File: src/rtl/network_mul_pkg.sv
// Shared constants for the pipelined multiplier sharing block.
// Operand, product and latency widths used by the arbiter top.
package network_mul_pkg;

    localparam int MUL_A_W  = 16;
    localparam int MUL_B_W  = 15;
    localparam int MUL_P_W  = 30;
    localparam int MUL_LAT  = 2;
    localparam int MUL_OP_W = MUL_A_W + MUL_B_W;

endpackage

File: src/rtl/network_mul_mul_16s_15s_30_3_1.sv
// Pipelined signed multiplier: operand regs then product reg.
// Two-cycle latency; ce freezes both stages; reset is synchronous.
module network_mul_mul_16s_15s_30_3_1 #(
    parameter int din0_WIDTH = 16,
    parameter int din1_WIDTH = 15,
    parameter int dout_WIDTH = 30
) (
    input  logic                  clk,
    input  logic                  reset,
    input  logic                  ce,
    input  logic [din0_WIDTH-1:0] din0,
    input  logic [din1_WIDTH-1:0] din1,
    output logic [dout_WIDTH-1:0] dout
);

    logic signed [din0_WIDTH-1:0] a_reg;
    logic signed [din1_WIDTH-1:0] b_reg;
    logic signed [dout_WIDTH-1:0] p_reg;
    logic signed [dout_WIDTH-1:0] prod;

    // Sign-extend into the product width; low bits of the true product
    always_comb begin
        prod = dout_WIDTH'(a_reg) * dout_WIDTH'(b_reg);
    end

    // Operand and product stages, both held when ce is low
    always_ff @(posedge clk) begin
        if (reset) begin
            a_reg <= '0;
            b_reg <= '0;
            p_reg <= '0;
        end else if (ce) begin
            a_reg <= din0;
            b_reg <= din1;
            p_reg <= prod;
        end
    end

    assign dout = p_reg;

endmodule

File: src/rtl/network_rr_arbiter.sv
// Round-robin arbiter: first request above ptr, with wrap.
// Outputs one-hot grant plus its encoded index; en gates all grants.
module network_rr_arbiter #(
    parameter int NREQ = 4,
    parameter int IDW  = 2
) (
    input  logic [NREQ-1:0] req,
    input  logic [IDW-1:0]  ptr,
    input  logic            en,
    output logic [NREQ-1:0] grant,
    output logic [IDW-1:0]  idx,
    output logic            any
);

    logic [IDW-1:0] j_w;

    // Scan NREQ slots starting just after the last winner
    always_comb begin
        grant = '0;
        idx   = '0;
        any   = 1'b0;
        j_w   = '0;
        for (int k = 1; k <= NREQ; k++) begin
            j_w = IDW'((int'(ptr) + k) % NREQ);
            if (en && !any && req[j_w]) begin
                any        = 1'b1;
                grant[j_w] = 1'b1;
                idx        = j_w;
            end
        end
    end

endmodule

File: src/rtl/network_mul_share_arb.sv
// Shares one pipelined multiplier among NREQ requesters.
// ID tags ride alongside the product; result stalls freeze the pipe.
module network_mul_share_arb
    import network_mul_pkg::*;
#(
    parameter int NREQ = 4,
    parameter int IDW  = (NREQ > 1) ? $clog2(NREQ) : 1
) (
    input  logic                    ap_clk,
    input  logic                    ap_rst_n,
    input  logic [NREQ-1:0]         req_valid,
    output logic [NREQ-1:0]         req_ready,
    input  logic [NREQ*MUL_A_W-1:0] req_a,
    input  logic [NREQ*MUL_B_W-1:0] req_b,
    output logic                    rsp_valid,
    input  logic                    rsp_ready,
    output logic [MUL_P_W-1:0]      rsp_p,
    output logic [IDW-1:0]          rsp_id,
    output logic                    busy
);

    logic            v1_q, v1_d;
    logic            v2_q, v2_d;
    logic [IDW-1:0]  tag1_q, tag1_d;
    logic [IDW-1:0]  tag2_q, tag2_d;
    logic [IDW-1:0]  rr_ptr_q, rr_ptr_d;

    logic            ce;
    logic            arb_en;
    logic            g_any;
    logic [IDW-1:0]  g_idx;
    logic [NREQ-1:0] grant;

    logic [MUL_OP_W-1:0] ops [NREQ];
    logic [MUL_OP_W-1:0] op_sel;
    logic [MUL_A_W-1:0]  din0;
    logic [MUL_B_W-1:0]  din1;

    assign ce     = ~v2_q | rsp_ready;
    // No grants while reset is held, so req_ready stays low
    assign arb_en = ce & ap_rst_n;

    network_rr_arbiter #(
        .NREQ (NREQ),
        .IDW  (IDW)
    ) u_arb (
        .req   (req_valid),
        .ptr   (rr_ptr_q),
        .en    (arb_en),
        .grant (grant),
        .idx   (g_idx),
        .any   (g_any)
    );

    // Pack each slot's {a,b} and pick the granted one
    always_comb begin
        for (int i = 0; i < NREQ; i++) begin
            ops[i] = {req_a[i*MUL_A_W +: MUL_A_W],
                      req_b[i*MUL_B_W +: MUL_B_W]};
        end
        op_sel = ops[g_idx];
    end

    assign din0 = op_sel[MUL_OP_W-1 -: MUL_A_W];
    assign din1 = op_sel[MUL_B_W-1:0];

    network_mul_mul_16s_15s_30_3_1 #(
        .din0_WIDTH (MUL_A_W),
        .din1_WIDTH (MUL_B_W),
        .dout_WIDTH (MUL_P_W)
    ) u_mul (
        .clk   (ap_clk),
        .reset (~ap_rst_n),
        .ce    (ce),
        .din0  (din0),
        .din1  (din1),
        .dout  (rsp_p)
    );

    // Next state of valid/tag pipe and round-robin pointer
    always_comb begin
        v1_d     = v1_q;
        v2_d     = v2_q;
        tag1_d   = tag1_q;
        tag2_d   = tag2_q;
        rr_ptr_d = rr_ptr_q;
        if (ce) begin
            v1_d   = g_any;
            v2_d   = v1_q;
            tag2_d = tag1_q;
            if (g_any) begin
                tag1_d   = g_idx;
                rr_ptr_d = g_idx;
            end
        end
    end

    // Pipe state; pointer resets so slot 0 is searched first
    always_ff @(posedge ap_clk or negedge ap_rst_n) begin
        if (!ap_rst_n) begin
            v1_q     <= 1'b0;
            v2_q     <= 1'b0;
            tag1_q   <= '0;
            tag2_q   <= '0;
            rr_ptr_q <= IDW'(NREQ - 1);
        end else begin
            v1_q     <= v1_d;
            v2_q     <= v2_d;
            tag1_q   <= tag1_d;
            tag2_q   <= tag2_d;
            rr_ptr_q <= rr_ptr_d;
        end
    end

    assign req_ready = grant;
    assign rsp_valid = v2_q;
    assign rsp_id    = tag2_q;
    assign busy      = v1_q | v2_q;

endmodule
File: config.mk
export PLATFORM = sky130hd
export DESIGN_NAME = network_mul_share_arb
export DESIGN_NICKNAME = d
export VERILOG_FILES = /design/src/rtl/network_mul_pkg.sv /design/src/rtl/network_mul_mul_16s_15s_30_3_1.sv /design/src/rtl/network_rr_arbiter.sv /design/src/rtl/network_mul_share_arb.sv
export SDC_FILE = /design/constraint.sdc
export NUM_CORES = 1
export LEC_CHECK = 0
export BUFFER_PORTS_ARGS = -buffer_cell sky130_fd_sc_hd__buf_2
export CAP_MARGIN = 20
export CORE_AREA = 2 2 142 144
export DETAILED_ROUTE_END_ITERATION = 10
export DIE_AREA = 0 0 144 146
export HOLD_SLACK_MARGIN = 0.12
export PLACE_DENSITY = 0.88
export SYNTH_ARGS = -nofsm -noshare
export SYNTH_HDL_FRONTEND = slang
export SYNTH_SLANG_ARGS = --single-unit
export TNS_END_PERCENT = 50
File: constraint.sdc
create_clock -name ap_clk -period 18.5 [get_ports ap_clk]
set_input_delay 2.775 -clock ap_clk [delete_from_list [all_inputs] [get_ports ap_clk]]
set_output_delay 2.775 -clock ap_clk [all_outputs]
set_load 0.02 [all_outputs]
# Word-level counts from Yosys, hierarchy flattened
# Index checks and enable logic that the tools add are counted.
[op_classes]
order_cmp = 9
multipliers = 1
n_addsub = 4
eq_ne = 0
bitwise = 8
n_mux = 31
n_shift = 0
reduce_logical = 15
div = 0
[op_table]
columns = ["cell", "count"]
rows = [
  ["$bmux 31 s2", 1],
  ["$mux 31", 2],
  ["$mul 16x15->30", 1],
  ["$mux 4", 4],
  ["$lt 2x3->1 const B", 4],
  ["$mux 1", 12],
  ["$or 4x4->4", 3],
  ["$logic_and 1x1->1", 11],
  ["$bmux 1 s2", 4],
  ["$demux 1 s2", 4],
  ["$ge 2x1->1 const B", 4],
  ["$mux 2", 4],
  ["$add 2x1->2 const B", 2],
  ["$add 2x2->2 const B", 2],
  ["$ge 3x3->1 const B", 1],
  ["$logic_not 1->1", 3],
  ["$not 2->3", 1],
  ["$or 1x1->1", 2],
  ["$reduce_and 2->1", 1],
  ["$and 1x1->1", 1],
  ["$not 1->1", 1],
]
[totals]
elab_cells = 76
mem_bits_ro = 0
regBits = 69
in_bits = 131
mem_count = 0
latch_bits = 0
ramBits = 0

# Depth between registers and ports, before layout
# Gate-level depths: netlist of run 1.
[logic_depth]
word_depth = 21
mapped_depth = 24
ltp_nobuf = 22

# By module
# Synthesis of run 1 repeated with hierarchy kept, for this count alone.
[unflattened]
hier_cells = 1399
area_unflattened_um2 = 13020.0
[by_module_without_submodules]
columns = ["module", "instances", "area_each_um2", "seq_area_each_um2", "cells_each"]
rows = [
  ["network_mul_mul_16s_15s_30_3_1", 1, 11352.1, 1221.2, 1267],
  ["network_mul_share_arb", 1, 1113.6, 202.7, 62],
  ["network_rr_arbiter", 1, 554.3, 0.0, 70],
]

# Worst setup path before layout of run 1
# OpenSTA, ideal clock, no wires.
[synth_path]
path_type = "input to output"
from = "in req_valid[2]"
to = "out req_ready[0]"
path_buffers = 0
path_stages = 4
arrival_ps = 4472
setup_slack_ps = 11253
path_cell_list = "mux4_2 -> a2111oi_0 -> a222oi_1 -> nand2_1"
[synth_between]
elab_chain_len = 16
[synth_rtl]
columns = ["element", "line_no", "rtl"]
rows = [
  ["from (decl)", "network_mul_share_arb.sv:11", "input logic [NREQ-1:0] req_valid,"],
  ["$bmux 1 s2", "network_rr_arbiter.sv:25", "if (en && !any && req[j_w]) begin"],
  ["$mux 1 (implied by the code)", "network_rr_arbiter.sv:25", ""],
  ["$logic_and 1x1->1", "network_rr_arbiter.sv:25", ""],
  ["$mux 1", "network_rr_arbiter.sv:25", ""],
  ["$logic_not 1->1", "network_rr_arbiter.sv:25", ""],
  ["$logic_and 1x1->1 (2 in a row)", "network_rr_arbiter.sv:25", ""],
  ["$mux 1", "network_rr_arbiter.sv:25", ""],
  ["$logic_not 1->1", "network_rr_arbiter.sv:25", ""],
  ["$logic_and 1x1->1 (2 in a row)", "network_rr_arbiter.sv:25", ""],
  ["$mux 1", "network_rr_arbiter.sv:25", ""],
  ["$logic_not 1->1", "network_rr_arbiter.sv:25", ""],
  ["$logic_and 1x1->1 (2 in a row)", "network_rr_arbiter.sv:25", ""],
  ["$mux 4 (*)", "network_rr_arbiter.sv:25", ""],
  ["to (decl)", "network_mul_share_arb.sv:12", "output logic [NREQ-1:0] req_ready,"],
]
# Every way passes the cells marked *; elsewhere a longest branch is shown, timed or not. The select of a mux whose other input is x is not followed.

# Final worst setup path of run 1
[layout_path]
from = "in ap_rst_n"
to = "out req_ready[3]"
[layout_between]
elab_chain_len = 15
[layout_rtl]
columns = ["element", "line_no", "rtl"]
rows = [
  ["from (decl)", "network_mul_share_arb.sv:10", "input logic ap_rst_n,"],
  ["$and 1x1->1 (*)", "network_mul_share_arb.sv:41", "assign arb_en = ce & ap_rst_n;"],
  ["$logic_and 1x1->1", "network_rr_arbiter.sv:25", ""],
  ["$mux 1", "network_rr_arbiter.sv:25", ""],
  ["$logic_not 1->1", "network_rr_arbiter.sv:25", ""],
  ["$logic_and 1x1->1 (2 in a row)", "network_rr_arbiter.sv:25", ""],
  ["$mux 1", "network_rr_arbiter.sv:25", ""],
  ["$logic_not 1->1", "network_rr_arbiter.sv:25", ""],
  ["$logic_and 1x1->1 (2 in a row)", "network_rr_arbiter.sv:25", ""],
  ["$mux 1", "network_rr_arbiter.sv:25", ""],
  ["$logic_not 1->1", "network_rr_arbiter.sv:25", ""],
  ["$logic_and 1x1->1 (2 in a row)", "network_rr_arbiter.sv:25", ""],
  ["$mux 4 (*)", "network_rr_arbiter.sv:25", ""],
]
# Every way passes the cells marked *; elsewhere a longest branch is shown, timed or not.

==> impl_metrics.tcl, run 1 <==
set metrics [dict create \
    status "finished, final reports clean" \
    synthDistinctLibCells 54 \
    hold_viol 0 \
    final_max_slew_viol_count 0 \
    hp-start "u_mul.dout[19]$_SDFFE_PN0N_" \
    post-route-drc-count 0 \
    hold_class "register to register" \
    core_area_mm2 0.0193 \
    io_pins 169 \
    drv_cap 0 \
    rsz0062_at_grt "no" \
    tightest_slew_ns 0.936 \
    initial_core_util 0.647 \
    place.gp.congestion 0.937 \
    r2r_slack_ns 11.59 \
    ys_seq_area_frac 0.114 \
    syn-num-nets 1831 \
    largest_reg_flops 30 \
    cts.repair.resized 0 \
    fmax_mhz 128 \
    clock_skew_ns 0.00718 \
    cts_buffers 9 \
    placementRows 51 \
    synth-xor-area-share 0.0203 \
    synth_compound_area_frac 0.0957 \
    fin_nets 1952 \
    fin_ws_ns 10.66 \
    min_period_ns 7.84 \
    synth_top_family_by_area "adder cells" \
    cts_tree "yes" \
    fp.dieH_um 146 \
    arrival_ns 5.06 \
    grt_max_degree 62 \
    regToRegStartpoint "u_mul.b_reg[1]$_SDFFE_PN0N_" \
    fp.dieW_um 144 \
    holdBufCountCts 0 \
    wire_per_inst_um 18.5 \
    relSlewSlack 0.375 \
    grtUsageTotal 0.330 \
    drtIter0Drc 746 \
    dpl.cell_count 1756 \
    synth_ff_type "dfxtp_1" \
    cp.required_ns 15.73 \
    post_cts_buffers 0 \
    ys_top_cells_by_count "inv_1 (276), fa_1 (230), nand2_1 (180)" \
    fill_cells 1335 \
    htreeDepth 3 \
    diodes 0 \
    synth-seq-cells 69 \
    synthArstFlopShare 0.116 \
    drive_gt1_frac 0.150 \
    setup_violations 0 \
    cts-root-buf "clkbuf_16" \
    finalSetupTns_ns 0 \
    muxShareOfSynthArea 0.0540 \
    fin_crit_sh 0.424 \
    yosysMostFrequentCell "inv_1" \
    antenna_found_initial 0 \
    clockBufferDepth 2 \
    dieArea_mm2 0.0210 \
    syn_avg_cell_area_um2 9.06 \
    postSynthCellCount 1381 \
    startpoint_type "input pin" \
    portBuffers 168 \
    synth-simple-area-share 0.154 \
    hpwl_mm 25.5 \
    grt_pass1_wl_mm 54.3 \
    synth_top_area_cell "fa_1" \
    viasPerCell 5.85 \
    drt_first_pass_iters 6 \
    clock-sinks 69 \
    synth_edf_count 0 \
    crit_fanout 44 \
    stdcell_count 1772 \
    synth_area_leaders "fa_1 (37%), dfxtp_1 (9.8%), ha_1 (8.9%), inv_1 (8.3%), nand2_1 (5.4%)" \
    first_global_vias 11300 \
    hold_ws_ns 0.451 \
    netlist_area_mm2 0.0125 \
    grt_overflow 0 \
    synth_fa_ha_area_frac 0.457 \
    synth_top_area_share 0.368 \
    ant_nets 0 \
    syn_to_final_growth_pct 10.4 \
    cp-end-kind "primary output" \
    critPathKind "input pin to primary output" \
    clk_latency_ns 0.34 \
    path_clk_slew_ns 0.06 \
    num_vias 10400 \
    startpoint "ap_rst_n" \
    dp_slack_ns 10.71 \
    yosysWarnings 0 \
    routed_wl_mm 32.8 \
]
-- placed cells by master (no fill, tap or decap), types with 3 or more instances in the layout --
cell type	Yosys	final
o21a_1	4	4
a21o_1	11	11
clkbuf_16	0	9
fa_1	230	230
o21bai_1	3	3
nand2_1	180	180
dfrtp_1	6	6
nand4_1	3	3
a211oi_1	8	8
nor2b_1	7	6
nor2_1	37	37
ha_1	89	89
a21oi_1	40	40
xnor2_1	20	20
and2_1	106	106
xor2_1	9	9
o221ai_1	11	11
nor3_1	10	10
dfxtp_1	61	61
nand2b_1	8	8
a31oi_1	5	5
o31ai_1	3	3
o21ai_0	26	26
buf_2	9	168
o221ai_2	20	20
buf_4	7	9
inv_1	276	276
a222oi_1	4	4
nand3_1	43	43
mux2i_1	63	63
or3_1	3	3
-- critical path, stage by stage --
cell and delay, ns:
buf_2 0.63, nand2_1 0.56, a2111oi_0 0.51, buf_4 0.22
a222oi_1 0.07, nand2_1 0.11, buf_2 0.17
-- cell type report --
cell class	count	area, um2	share of cell area
multi-input combinational	969	9790	0.708
sequential	69	1420	0.103
inverter	276	1040	0.0749
timing repair buffer	177	908	0.0657
tap	265	332	0.0240
clock buffer	9	225	0.0163
clock inverter	7	108	0.00778
-- layer usage --
layer / routed length [um] / up-vias / track usage
li1: - / 4568 / -
met1: 11800 / 5150 / 0.398
met2: 16800 / 516 / 0.569
met3: 2440 / 133 / 0.0579
met4: 1680 / 0 / 0.161
met5: 0 / - / 0
-- final timing paths --
kind | cells past startpoint | endpoint
hold reg to reg | 2 | u_mul.dout[19]$_SDFFE_PN0N_
hold / removal | 2 | u_mul.dout[19]$_SDFFE_PN0N_
max in group asynchronous | 1 | tag1_q[1]$_DFFE_PN0P_
setup reg to reg | 20 | u_mul.dout[29]$_SDFFE_PN0N_
min in group asynchronous | 1 | rsp_id[0]$_DFFE_PN0N_
setup / recovery | 7 | req_ready[3]
-- stage by stage --
step                      instance area, um2   util
after floorplan                        12500      -
after global placement                 13500  0.698
after detailed placement               13500  0.698
after CTS                              13800  0.715
after global routing                   13800  0.715
final                                  13800  0.715
-- logic make-up after synthesis --
group / Yosys count
and+or+nand+nor: 403
buffers and inverters: 343
adders and majority gates: 319
AOI/OAI and AO/OA: 153
DFF: 69
muxes: 65
xor gates and xnor gates: 29
Power of run 1 is not shown: default switching activity piles up to over one toggle a cycle in this logic, so the estimate is an artifact.
==> run 2: changes to the inputs <==
--- a/config.mk
+++ b/config.mk
@@ -5,13 +5,14 @@
 export SDC_FILE = /design/constraint.sdc
 export NUM_CORES = 1
 export LEC_CHECK = 0
+export ABC_AREA = 1
 export BUFFER_PORTS_ARGS = -buffer_cell sky130_fd_sc_hd__buf_2
 export CAP_MARGIN = 20
-export CORE_AREA = 2 2 142 144
+export CORE_AREA = 2 2 154 156
 export DETAILED_ROUTE_END_ITERATION = 10
-export DIE_AREA = 0 0 144 146
+export DIE_AREA = 0 0 156 158
 export HOLD_SLACK_MARGIN = 0.12
-export PLACE_DENSITY = 0.88
+export PLACE_DENSITY = 0.84
 export SYNTH_ARGS = -nofsm -noshare
 export SYNTH_HDL_FRONTEND = slang
 export SYNTH_SLANG_ARGS = --single-unit
==> constraint.sdc (replaced) <==
create_clock -name ap_clk -period 8 [get_ports ap_clk]
set_input_delay 1.2 -clock ap_clk [delete_from_list [all_inputs] [get_ports ap_clk]]
set_output_delay 1.2 -clock ap_clk [all_outputs]
set_load 0.02 [all_outputs]
==> impl_metrics.tcl, run 2 <==
set metrics [dict create \
    status "finished, final reports clean" \
    yosysWarnings 0 \
    clk_latency_ns 0.35 \
    antenna_found_initial 1 \
    initial_core_util 0.612 \
    first_global_vias 13400 \
    ys_top_cells_by_count "inv_1 (622), nand2_1 (426), fa_1 (230)" \
    core_area_mm2 0.0231 \
    fin_crit_sh 0.804 \
    place.gp.congestion 0.935 \
    io_pins 169 \
    syn-num-nets 2478 \
    startpoint_type "register" \
    crit_buf_inv 6 \
    diodes 0 \
    finalSetupTns_ns 0 \
    drt_first_pass_iters 6 \
    setup_violations 0 \
    wire_per_inst_um 15.7 \
    clock-sinks 69 \
    drtIter0Drc 1053 \
    placementRows 56 \
    synth-seq-cells 69 \
    critical-path-slowest-cell "fa_1" \
    relSlewSlack 0.280 \
    drive_gt1_frac 0.103 \
    clock_skew_ns 0.0124 \
    grt_pass1_wl_mm 63.9 \
    max_stage_delay_ns 0.77 \
    syn_to_final_growth_pct 7.98 \
    synth_ff_type "dfxtp_1" \
    fmax_mhz 155 \
    fp.dieH_um 158 \
    synth_edf_count 0 \
    viasPerCell 5.40 \
    cp.required_ns 8.25 \
    cts_tree "yes" \
    htreeDepth 3 \
    cts.repair.resized 0 \
    cts-root-buf "clkbuf_16" \
    ys_seq_area_frac 0.101 \
    synthDistinctLibCells 39 \
    holdBufCountCts 0 \
    synth_area_leaders "fa_1 (33%), inv_1 (17%), nand2_1 (11%), dfxtp_1 (8.6%), ha_1 (7.9%)" \
    post_cts_buffers 0 \
    cp-end-kind "register" \
    grt_max_degree 80 \
    path_delay_family "adder cells" \
    hold_viol 0 \
    clockBufferDepth 2 \
    grtUsageTotal 0.328 \
    routed_wl_mm 38.0 \
    path_cells "nand2_1 > inv_1 > fa_1 > fa_1 > inv_1 > fa_1 > inv_1 > fa_1 > fa_1 > inv_1 > fa_1 > inv_1 > ha_1 > a21oi_1 > o21ai_0 > a21oi_1 > nand3_1 > nor2_1 > o21ai_0 > o211ai_1 > inv_1" \
    syn_avg_cell_area_um2 6.96 \
    crit_fanout 16 \
    min_period_ns 6.43 \
    ant_nets 0 \
    postSynthCellCount 2028 \
    post-route-drc-count 0 \
    tightest_slew_ns 1.08 \
    grt_overflow 0 \
    critPathKind "register to register" \
    synthArstFlopShare 0.116 \
    most-common-layout-cells "inv_1 (621), nand2_1 (426), fa_1 (230)" \
    cts_buffers 9 \
    netlist_area_mm2 0.0141 \
    synth_top_area_cell "fa_1" \
    rsz0062_at_grt "no" \
    final_common_cell "inv_1" \
    num_vias 13100 \
    final_max_slew_viol_count 0 \
    path_clk_slew_ns 0.06 \
    fin_nets 2571 \
    arrival_ns 6.68 \
    hold_class "register to register" \
    drv_cap 0 \
    hpwl_mm 31.1 \
    utilization 0.661 \
    fp.dieW_um 156 \
    yosysMostFrequentCell "inv_1" \
    largest_reg_flops 30 \
    synth_top_area_share 0.326 \
    portBuffers 168 \
    fill_cells 2002 \
    dieArea_mm2 0.0246 \
]
[run 2: cells by family after synthesis]
group / Yosys count / synth area share
buffers and inverters: 719 / 0.197
adders and majority gates: 319 / 0.405
AOI/OAI and AO/OA: 149 / 0.0579
DFF: 69 / 0.101
and+or+nand+nor: 758 / 0.230
xor gates and xnor gates: 14 / 0.00869
[run 2: worst reg2reg max path, stage by stage (launching register included)]
cell,delay [ns]
dfxtp_1,0.67
nand2_1,0.21
inv_1,0.17
fa_1,0.54
fa_1,0.77
inv_1,0.22
fa_1,0.52
inv_1,0.06
fa_1,0.48
fa_1,0.49
inv_1,0.05
fa_1,0.47
inv_1,0.04
ha_1,0.35
a21oi_1,0.22
o21ai_0,0.17
a21oi_1,0.21
nand3_1,0.25
nor2_1,0.16
o21ai_0,0.11
o211ai_1,0.13
inv_1,0.06
[run 2: final timing paths]
kind                                          endpoint                          from  cells past startpoint  slack, ns
max in group asynchronous        rsp_valid$_DFFE_PN0N_                      ap_rst_n                      2       6.57
min                              rsp_valid$_DFFE_PN0N_              v1_q$_DFFE_PN0N_                      2       0.49
min in group asynchronous        rsp_id[1]$_DFFE_PN0N_                      ap_rst_n                      2       0.98
max                        u_mul.dout[24]$_SDFFE_PN0N_  u_mul.a_reg[15]$_SDFFE_PN0N_                     21       1.57
max reg2reg                u_mul.dout[24]$_SDFFE_PN0N_  u_mul.a_reg[15]$_SDFFE_PN0N_                     21       1.57
min reg2reg                      rsp_valid$_DFFE_PN0N_              v1_q$_DFFE_PN0N_                      2       0.49
[run 2: layout make-up]
class | count | area [um2] | share of cell area
Sequential cell | 69 | 1420 | 0.0934
Multi-Input combinational cell | 1240 | 9910 | 0.650
Tap cell | 290 | 363 | 0.0238
Clock inverter | 5 | 36.3 | 0.00238
Clock buffer | 11 | 243 | 0.0159
Timing Repair Buffer | 176 | 916 | 0.0601
Inverter | 625 | 2350 | 0.154
[run 2: through the flow]
step | hold slack [ns] | setup WS (ns) | instances | instance area (um2)
after floorplan | 0.434 | 2.34 | 2028 | 14100
after global placement | 0.456 | 1.67 | 2398 | 14900
after detailed placement | 0.479 | 1.63 | 2399 | 15000
after CTS | 0.490 | 1.61 | 2415 | 15200
after global routing | 0.518 | 1.20 | 2416 | 15200
final | 0.490 | 1.57 | 2416 | 15200
[run 2: per-layer routing]
layer | vias up | global-route usage | part of all wire
met4 | 2 | 0.121 | 0.040
met1 | 6321 | 0.414 | 0.39
li1 | 6079 | - | -
met3 | 105 | 0.0468 | 0.074
met5 | - | 0 | 0.00018
met2 | 543 | 0.576 | 0.49
Power of run 2 is left out for the same reason.
